**src/rtl/board_pkg.sv**
```systemverilog
// Shared types and constants for the board renderer: FSM states, colours, coordinate width.
// Latency: n/a (declarations only).
// Backpressure: n/a.
package board_pkg;

  // Renderer sequencing states
  typedef enum logic [2:0] {
    S_IDLE  = 3'd0,
    S_FETCH = 3'd1,
    S_WAIT  = 3'd2,
    S_DRAW  = 3'd3,
    S_DONE  = 3'd4
  } state_t;

  // Player coordinates arrive as one nibble per axis per player
  localparam int COORD_W = 4;

  // 3-bit RGB palette
  localparam logic [2:0] GRID_COLOUR = 3'b000;
  localparam logic [2:0] WHITE       = 3'b111;
  localparam logic [2:0] RED         = 3'b100;
  localparam logic [2:0] BLUE        = 3'b001;

endpackage

```
**src/rtl/board_renderer_tile_counter.sv**
```systemverilog
// Pixel/cell scan counters: px fastest, then py, then col, then row, all wrapping to zero.
// Latency: counters advance on the edge where step is high; flags are combinational.
// Backpressure: none; the counters only move when step is asserted.
module tile_counter
  import board_pkg::*;
#(
  parameter int COLS = 8,
  parameter int ROWS = 8,
  parameter int TILE = 16,
  localparam int PX_W = $clog2(TILE)
) (
  input  logic               clock,
  input  logic               resetn,
  input  logic               clear,
  input  logic               step,
  output logic [PX_W-1:0]    px,
  output logic [PX_W-1:0]    py,
  output logic [COORD_W-1:0] col,
  output logic [COORD_W-1:0] row,
  output logic               tile_last,
  output logic               frame_last
);

  logic px_last;
  logic py_last;
  logic col_last;
  logic row_last;

  assign px_last    = (px == PX_W'(TILE - 1));
  assign py_last    = (py == PX_W'(TILE - 1));
  assign col_last   = (col == COORD_W'(COLS - 1));
  assign row_last   = (row == COORD_W'(ROWS - 1));
  assign tile_last  = px_last && py_last;
  assign frame_last = tile_last && col_last && row_last;

  // Nested wrap counters; the whole chain returns to zero after the last pixel of the last cell
  always_ff @(posedge clock or negedge resetn) begin
    if (!resetn) begin
      px  <= '0;
      py  <= '0;
      col <= '0;
      row <= '0;
    end else if (clear) begin
      px  <= '0;
      py  <= '0;
      col <= '0;
      row <= '0;
    end else if (step) begin
      px <= px_last ? '0 : px + 1'b1;
      if (px_last) begin
        py <= py_last ? '0 : py + 1'b1;
      end
      if (tile_last) begin
        col <= col_last ? '0 : col + 1'b1;
      end
      if (tile_last && col_last) begin
        row <= row_last ? '0 : row + 1'b1;
      end
    end
  end

endmodule

```
**src/rtl/board_renderer.sv**
```systemverilog
// Renders a COLS x ROWS board of TILE-pixel cells to a VGA adapter, with per-player cell overlays.
// Latency: each cell costs 2 fetch cycles plus TILE*TILE plot cycles; done one cycle after the last plot.
// Backpressure: none; start is accepted only in IDLE and ignored while busy. Optional BOARD_GRID_EN draws grid lines.
module board_renderer
  import board_pkg::*;
#(
  parameter int COLS        = 8,
  parameter int ROWS        = 8,
  parameter int TILE        = 16,
  parameter int X_ORIGIN    = 32,
  parameter int Y_ORIGIN    = 8,
  parameter int NUM_PLAYERS = 2,
  parameter int COLOUR_W    = 3,
  parameter int X_W         = 9,
  parameter int Y_W         = 8,
  localparam int ADDR_W     = (COLS * ROWS > 1) ? $clog2(COLS * ROWS) : 1
) (
  input  logic                            clock,
  input  logic                            resetn,
  input  logic                            start,
  output logic                            busy,
  output logic                            done,
  output logic [ADDR_W-1:0]               mem_addr,
  output logic                            mem_rden,
  input  logic [COLOUR_W-1:0]             mem_q,
  input  logic [COORD_W*NUM_PLAYERS-1:0]  player_x,
  input  logic [COORD_W*NUM_PLAYERS-1:0]  player_y,
  input  logic [COLOUR_W*NUM_PLAYERS-1:0] player_colour,
  output logic [X_W-1:0]                  x,
  output logic [Y_W-1:0]                  y,
  output logic [COLOUR_W-1:0]             colour,
  output logic                            plot
);

  localparam int PX_W = $clog2(TILE);

  state_t state;
  state_t state_next;

  logic                            accept;
  logic                            drawing;
  logic [PX_W-1:0]                 px;
  logic [PX_W-1:0]                 py;
  logic [COORD_W-1:0]              col;
  logic [COORD_W-1:0]              row;
  logic                            tile_last;
  logic                            frame_last;

  logic [COORD_W*NUM_PLAYERS-1:0]  snap_x;
  logic [COORD_W*NUM_PLAYERS-1:0]  snap_y;
  logic [COLOUR_W*NUM_PLAYERS-1:0] snap_colour;
  logic [COLOUR_W-1:0]             overlay_colour;
  logic [COLOUR_W-1:0]             cell_colour;
  logic [COLOUR_W-1:0]             pixel_colour;
  logic [X_W-1:0]                  x_calc;
  logic [Y_W-1:0]                  y_calc;
  logic [X_W-1:0]                  x_hold;
  logic [Y_W-1:0]                  y_hold;
  logic [COLOUR_W-1:0]             colour_hold;

  assign accept  = (state == S_IDLE) && start;
  assign drawing = (state == S_DRAW);

  tile_counter #(
    .COLS (COLS),
    .ROWS (ROWS),
    .TILE (TILE)
  ) u_scan (
    .clock      (clock),
    .resetn     (resetn),
    .clear      (accept),
    .step       (drawing),
    .px         (px),
    .py         (py),
    .col        (col),
    .row        (row),
    .tile_last  (tile_last),
    .frame_last (frame_last)
  );

  // State register
  always_ff @(posedge clock or negedge resetn) begin
    if (!resetn) begin
      state <= S_IDLE;
    end else begin
      state <= state_next;
    end
  end

  // Next-state: one fetch/wait pair per cell, then the tile's pixels, then back for the next cell
  always_comb begin
    state_next = state;
    case (state)
      S_IDLE:  if (start) state_next = S_FETCH;
      S_FETCH: state_next = S_WAIT;
      S_WAIT:  state_next = S_DRAW;
      S_DRAW: begin
        if (frame_last)     state_next = S_DONE;
        else if (tile_last) state_next = S_FETCH;
      end
      S_DONE:  state_next = S_IDLE;
      default: state_next = S_IDLE;
    endcase
  end

  // Player inputs are frozen at frame start so mid-frame moves cannot tear the image
  always_ff @(posedge clock or negedge resetn) begin
    if (!resetn) begin
      snap_x      <= '0;
      snap_y      <= '0;
      snap_colour <= '0;
    end else if (accept) begin
      snap_x      <= player_x;
      snap_y      <= player_y;
      snap_colour <= player_colour;
    end
  end

  // Overlay: walk players from highest to lowest index so the lowest matching index wins.
  // col/row never reach COLS/ROWS, so off-board player coordinates can never match.
  always_comb begin
    overlay_colour = mem_q;
    for (int i = NUM_PLAYERS - 1; i >= 0; i--) begin
      if ((snap_x[i*COORD_W +: COORD_W] == col) && (snap_y[i*COORD_W +: COORD_W] == row)) begin
        overlay_colour = snap_colour[i*COLOUR_W +: COLOUR_W];
      end
    end
  end

  // Capture the memory read (valid during WAIT) with the overlay already resolved
  always_ff @(posedge clock or negedge resetn) begin
    if (!resetn) begin
      cell_colour <= '0;
    end else if (state == S_WAIT) begin
      cell_colour <= overlay_colour;
    end
  end

  assign x_calc = X_W'(32'(X_ORIGIN) + 32'(col) * 32'(TILE) + 32'(px));
  assign y_calc = Y_W'(32'(Y_ORIGIN) + 32'(row) * 32'(TILE) + 32'(py));

`ifdef BOARD_GRID_EN
  assign pixel_colour = ((px == '0) || (py == '0)) ? COLOUR_W'(GRID_COLOUR) : cell_colour;
`else
  assign pixel_colour = cell_colour;
`endif

  // Remember the last plotted pixel so the adapter outputs stay put between tiles and frames
  always_ff @(posedge clock or negedge resetn) begin
    if (!resetn) begin
      x_hold      <= '0;
      y_hold      <= '0;
      colour_hold <= '0;
    end else if (drawing) begin
      x_hold      <= x_calc;
      y_hold      <= y_calc;
      colour_hold <= pixel_colour;
    end
  end

  assign plot     = drawing;
  assign x        = drawing ? x_calc : x_hold;
  assign y        = drawing ? y_calc : y_hold;
  assign colour   = drawing ? pixel_colour : colour_hold;
  assign mem_rden = (state == S_FETCH);
  assign mem_addr = ADDR_W'(32'(row) * 32'(COLS) + 32'(col));
  assign busy     = (state != S_IDLE);
  assign done     = (state == S_DONE);

endmodule

```
**config.mk**
```make
export PLATFORM = sky130hd
export DESIGN_NAME = board_renderer
export DESIGN_NICKNAME = d
export VERILOG_FILES = /design/src/rtl/board_pkg.sv /design/src/rtl/board_renderer_tile_counter.sv /design/src/rtl/board_renderer.sv
export SDC_FILE = /design/constraint.sdc
export NUM_CORES = 1
export LEC_CHECK = 0
export CORE_AREA = 2 2 74 83
export CTS_CLUSTER_SIZE = 8
export DETAILED_ROUTE_END_ITERATION = 10
export DIE_AREA = 0 0 76 85
export PLACE_DENSITY = 0.81
export SLEW_MARGIN = 10
export SYNTH_ARGS = -nofsm -noshare
export SYNTH_HDL_FRONTEND = slang
export SYNTH_SLANG_ARGS = --single-unit
```
**constraint.sdc**
```tcl
create_clock -name clock -period 3.1 [get_ports clock]
set_input_delay 0.465 -clock clock [delete_from_list [all_inputs] [get_ports clock]]
set_output_delay 0.465 -clock clock [all_outputs]
set_load 0.05 [all_outputs]
```
==> results of run 1 <==
[worst reg2reg max path: stages (launching register included)]
cell	delay, ns
dfrtp_1	0.53
nand3b_4	0.31
buf_4	0.30
nor3_1	0.57
nand3_1	0.20
a211oi_1	0.22
a31o_2	0.13
[flip-flops by register name, indices dropped and copies added, names as in the netlist]
name and flops:
colour_hold 3, snap_y 8, u_scan.px 4, state 3, snap_colour 6, u_scan.col 4
cell_colour 3, y_hold 8, snap_x 8, u_scan.row 4, x_hold 9, u_scan.py 4
[cell usage after synthesis, types with 2 or more instances]
cell type and instances:
dfrtp_1 64, nor2_1 12, o21ai_0 13, nand2_1 123
ha_1 8, or3_1 2, inv_1 5, nor3b_1 2
o211ai_1 3, xor2_1 16, nor4_1 2, buf_4 4
buf_1 2, nor3_1 3, xnor2_1 10, clkbuf_1 8
buf_6 2, nand3_1 10, mux2i_1 6, nand3b_1 2
a21oi_1 6, buf_2 4, nand4_1 3
[how the worst max path moves through the flow]
stage | to | start | depth (start not counted) | slack [ns]
2_1_floorplan | x[7] | state[2] | 3 | 0.61
3_3_place_gp | y[6] | u_scan.row[1] | 5 | 0.62
3_5_place_dp | y[6] | u_scan.row[1] | 5 | 0.53
4_1_cts | y[6] | u_scan.row[1] | 5 | 0.14
5_1_grt | y[7] | u_scan.row[0] | 5 | 0.08
6_report | y[7] | u_scan.row[0] | 5 | 0.21
[layer usage]
metal	global-route usage, %	up-vias	share of wire (%)
met4	11.7	0	1.3
met5	0	-	0
met1	27.3	1156	45
li1	-	1181	-
met2	33.5	70	49
met3	5.00	8	5.1
[logic make-up (layout without fill, tap and decap cells)]
kind of cell | count (synthesis) | after routing | share of synthesized area, %
AND/OR/NAND/NOR | 170 | 170 | 25.0
flip-flops | 64 | 64 | 51.9
AO/OA/AOI/OAI | 29 | 29 | 5.93
XOR/XNOR | 26 | 26 | 7.39
buffers and inverters | 25 | 82 | 4.18
adder cells (fa/ha/maj) | 8 | 8 | 3.25
multiplexers | 7 | 7 | 2.31
[cell type report]
class,count,area [um^2]
multi-input cells,240,1350
fillers,463,1800
clock buffers,14,173
well taps,77,96.3
clock inverters,2,12.5
flip-flops and latches,64,1600
inverters,5,18.8
repair buffers,61,571
[stage by stage]
step           instance area (um^2)  hold WS, ns  power [mW]  worst slack [ns]  utilization, %
2_1_floorplan                  3080        0.169        1.57             0.610               -
3_3_place_gp                   3640        0.460        1.80             0.619            64.7
3_5_place_dp                   3640        0.462        1.82             0.526            64.7
4_1_cts                        3820        0.103        2.48             0.144            68.0
5_1_grt                        3820        0.121        2.59            0.0843            68.0
6_report                       3820       0.0971        2.45             0.209            68.0
[power groups by stage]
stage / clock network [mW] / logic (mW) / registers [mW]
after global routing: 0.718 / 0.770 / 1.10
after CTS: 0.678 / 0.718 / 1.08
after floorplan: 0 / 0.503 / 1.07
final: 0.659 / 0.710 / 1.08
after detailed placement: 0 / 0.715 / 1.10
after global placement: 0 / 0.701 / 1.09
==> out/metrics.yaml, run 1 <==
layout-drive-gt1-share_pct: 10.6
path_cells: "ha_1 > nand3_1 > xor2_1 > o21ai_0 > clkdlybuf4s50_1"
cp_top_family: "buffers and inverters"
clock.fmax_mhz: 346
core_area_mm2: 0.00562
wl_per_cell_um: 13.4
clock-sinks: 64
final_nets: 417
first_pass_iters: 4
final.setup.tns_ns: 0
cts_tree: "done"
synth_top_cell_by_area: "dfrtp_1"
cp_slowest_cell: "clkdlybuf4s50_1"
io_buffers: 57
grtUsageTotal_pct: 21.2
post_cts_resized: 0
synth_area_leaders: "dfrtp_1 52%, nand2_1 15%, xor2_1 4.5%"
path_class: "register to primary output"
path_clk_slew_ns: 0.07
n_antenna_cell: 0
critPathRequiredTime_ns: 2.63
cts-buffers-inserted: 9
setup_viol: 0
postRouteAntennaNets: 0
stdcell_count: 463
async_flop_share_pct: 100
routed_wl_um: 6220
drv_cap: 0
overflow: 0
initial_core_util_pct: 54.8
grt_antenna_before_repair: 0
die_x_um: 76
yosysWarnings: 0
worstMarginPinSlew_ns: 0.662
cts_buffer_depth: 2
area_growth_pct: 24.1
critPathMaxStageDelay_ns: 0.84
p_clk_share_pct: 26.9
power.density_mw_per_mm2: 641
htree_levels: 3
die_h_um: 85
grt_setup_unrepaired: "no"
ctsHoldBuffers: 0
routed_via_density: 5.22
cp_max_fo: 7
synth_top_area_share_pct: 51.9
fin_crit_ns: 2.89
finalClockSkew_ns: 0.00382
leakage_nw: 1.85
r2r_end: "u_scan.col[3]"
ys_seq_area_share_pct: 51.9
end_kind: "primary output"
layout_commonest_cell: "nand2_1"
gp_congestion: 0.770
route.detailed.drc: 0
reg2reg_depth: 6
synth_edf_count: 0
regToRegSetupSlack_ns: 0.77
grt_pass1_wl_um: 10700
slew_viol_final: 0
outcome: "complete, no violations"
die-area_mm2: 0.00646
min_path_type: "input port to async pin"
rows: 29
switchingPower_uw: 872
seq_power_share_pct: 44.2
crit_buf_inv: 1
crit_arrival_ns: 2.43
grt_pass1_vias: 2358
fin_crit_sh_pct: 93.3
postCtsSetupBuffers: 0
drt_iter0_markers: 133
vias: 2415
ios: 58
internal_power_mw: 1.58
cp-start-kind: "register"
place_inst: 447
mostFrequentLayoutCells: "123 x nand2_1, 64 x dfrtp_1, 44 x clkdlybuf4s50_1"
cts_root_buf: "clkbuf_8"
power_frac_comb_pct: 28.9
clk_latency_ns: 0.33
synth_cell_types: 42
reg2reg_from: "state[1]"
ys_ff_latch: 64
timing.final.hold_violations: 0
netlist_area_mm2: 0.00308
grt_max_degree: 43
syn_nets: 365
relSlewSlack_pct: 55.6
netlist_instances: 329
synth_ff_type: "dfrtp_1"
syn_area_per_cell_um2: 9.37
p_sw_share_pct: 35.6
dpl.hpwl_um: 4390
peakVddDrop_mv: 0.291
(Power assumes the default switching activity.)
==> run 2: changes to the inputs <==
--- a/config.mk
+++ b/config.mk
@@ -5,10 +5,10 @@
 export SDC_FILE = /design/constraint.sdc
 export NUM_CORES = 1
 export LEC_CHECK = 0
-export CORE_AREA = 2 2 74 83
+export CORE_AREA = 10 10 82 91
 export CTS_CLUSTER_SIZE = 8
 export DETAILED_ROUTE_END_ITERATION = 10
-export DIE_AREA = 0 0 76 85
+export DIE_AREA = 0 0 92 101
 export PLACE_DENSITY = 0.81
 export SLEW_MARGIN = 10
 export SYNTH_ARGS = -nofsm -noshare
==> out/metrics.yaml, run 2 (synthesis gave the netlist of run 1 again) <==
drv_cap: 0  # unchanged
drt_iter0_markers: 110  # was 133
overflow: 0  # unchanged
io_buffers: 57  # unchanged
grt_max_degree: 32  # was 43
largest_register: "x_hold"  # unchanged
final.setup.tns_ns: 0  # unchanged
cp-start-kind: "register"  # unchanged
worstMarginPinSlew_ns: 0.533  # was 0.662 ns
peakVddDrop_mv: 0.350  # was 0.291 mV
num-fill-cells: 502  # was 463
path_class: "register to primary output"  # unchanged
setup_viol: 0  # unchanged
outcome: "complete, no violations"  # unchanged
path_clk_slew_ns: 0.06  # was 0.07 ns
die_h_um: 101  # was 85 um
fin_crit_ns: 2.96  # was 2.89 ns
grt_pass1_vias: 2478  # was 2358
vias: 2391  # was 2415
power.density_mw_per_mm2: 630  # was 641 mW/mm^2
timing.final.hold_violations: 0  # unchanged
crit_arrival_ns: 2.50  # was 2.43 ns
post_cts_resized: 0  # unchanged
postCtsSetupBuffers: 0  # unchanged
grt_setup_unrepaired: "no"  # unchanged
leakage_nw: 1.84  # was 1.85 nW
relSlewSlack_pct: 64.2  # was 55.6%
ctsHoldBuffers: 0  # unchanged
n_antenna_cell: 0  # unchanged
finalClockSkew_ns: 0.00535  # was 0.00382 ns
largest_reg_flops: 9  # unchanged
postRouteAntennaNets: 0  # unchanged
final_nets: 419  # was 417
wl_per_cell_um: 14.6  # was 13.4 um
layout-drive-gt1-share_pct: 10.4  # was 10.6%
die_x_um: 92  # was 76 um
routed_via_density: 5.16  # was 5.22
gp_congestion: 0.808  # was 0.770
slew_viol_final: 0  # unchanged
finalWorstSetupSlack_ns: 0.136  # was 0.209 ns
cts-buffers-inserted: 9  # unchanged
die-area_mm2: 0.00929  # was 0.00646 mm^2
fin_crit_sh_pct: 95.6  # was 93.3%
clock-sinks: 64  # unchanged
cts_tree: "done"  # unchanged
rows: 29  # unchanged
dpl.hpwl_um: 5080  # was 4390 um
grt_pass1_wl_um: 11400  # was 10700 um
cp_max_fo: 8  # was 7
layout_commonest_cell: "nand2_1"  # unchanged
clock.fmax_mhz: 337  # was 346 MHz
end_kind: "primary output"  # unchanged
place_ws_ns: 0.512  # was 0.526 ns
core_area_mm2: 0.00566  # was 0.00562 mm^2
routed_wl_um: 6770  # was 6220 um
initial_core_util_pct: 54.5  # was 54.8%
grtUsageTotal_pct: 15.3  # was 21.2%
mostFrequentLayoutCells: "123 x nand2_1, 64 x dfrtp_1, 45 x clkdlybuf4s50_1"  # was 123 x nand2_1, 64 x dfrtp_1, 44 x clkdlybuf4s50_1
grt_antenna_before_repair: 0  # unchanged
ios: 58  # unchanged
cts_root_buf: "clkbuf_8"  # unchanged
route.detailed.drc: 0  # unchanged
min_path_type: "input port to async pin"  # unchanged
area_growth_pct: 23.5  # was 24.1%
first_pass_iters: 4  # unchanged
cts_buffer_depth: 2  # unchanged
htree_levels: 3  # unchanged
critPathRequiredTime_ns: 2.63  # about the same
reg2reg_depth: 6  # unchanged
clk_latency_ns: 0.34  # was 0.33 ns
[run 2: cell count changes in the layout (fill, tap and decap cells not counted)]
cell / delta
clkbuf_8: -2
clkdlybuf4s50_1: +1
clkinvlp_4: -1
clkbuf_1: +1
buf_4: +2
dlymetal6s2s_1: -1
[run 2: routing by layer]
metal  vias up  global-route usage, %  wire, um
met2        60                   25.2      3280
met1      1139                   17.7      2960
met3         9                   5.37       425
met5         -                      0         0
met4         0                   6.29       106
li1       1183                      -         -
[run 2: final timing paths]
| path | start | end | slack, ns |
|---|---|---|---|
| min in group clock | snap_colour[1] | snap_colour[1] | 0.48 |
| min | resetn | x_hold[5] | 0.02 |
| min reg2reg | snap_colour[1] | snap_colour[1] | 0.48 |
| max reg2reg | state[1] | u_scan.col[3] | 0.90 |
| max in group asynchronous | resetn | state[2] | 2.38 |
| max | u_scan.row[1] | y[6] | 0.14 |
[run 2: layout make-up]
| class | count | area [um^2] | area share, % |
|---|---|---|---|
| well taps | 77 | 96.3 | 2.53 |
| multi-input cells | 240 | 1350 | 35.5 |
| inverters | 5 | 18.8 | 0.493 |
| clock inverters | 1 | 5.00 | 0.131 |
| clock buffers | 13 | 149 | 3.91 |
| repair buffers | 63 | 583 | 15.3 |
| flip-flops and latches | 64 | 1600 | 42.1 |
[run 2: metrics by stage]
| stage | cells | instance area, um^2 | total power [mW] | util, % | hold slack, ns |
|---|---|---|---|---|---|
| finish | 463 | 3810 | 2.40 | 67.2 | 0.0202 |
| CTS | 463 | 3810 | 2.42 | 67.2 | 0.0206 |
| global route | 463 | 3810 | 2.52 | 67.2 | 0.0423 |
| floorplan | 329 | 3080 | 1.57 | - | 0.169 |
| global placement | 449 | 3650 | 1.80 | 64.5 | 0.378 |
| detailed placement | 449 | 3650 | 1.82 | 64.5 | 0.386 |
[run 2: power by group]
part           internal (mW)  switching (mW)  leakage, nW
Sequential             0.978           0.107        0.785
Combinational          0.250           0.468        0.976
Clock                  0.303           0.292       0.0794
Total                   1.53           0.867         1.84
[run 2: critical path, cell delays in order (launching register included)]
cell	delay, ns
dfrtp_1	0.53
ha_1	0.31
nand2_1	0.09
xor2_1	0.15
o21ai_0	0.23
clkdlybuf4s50_1	0.86
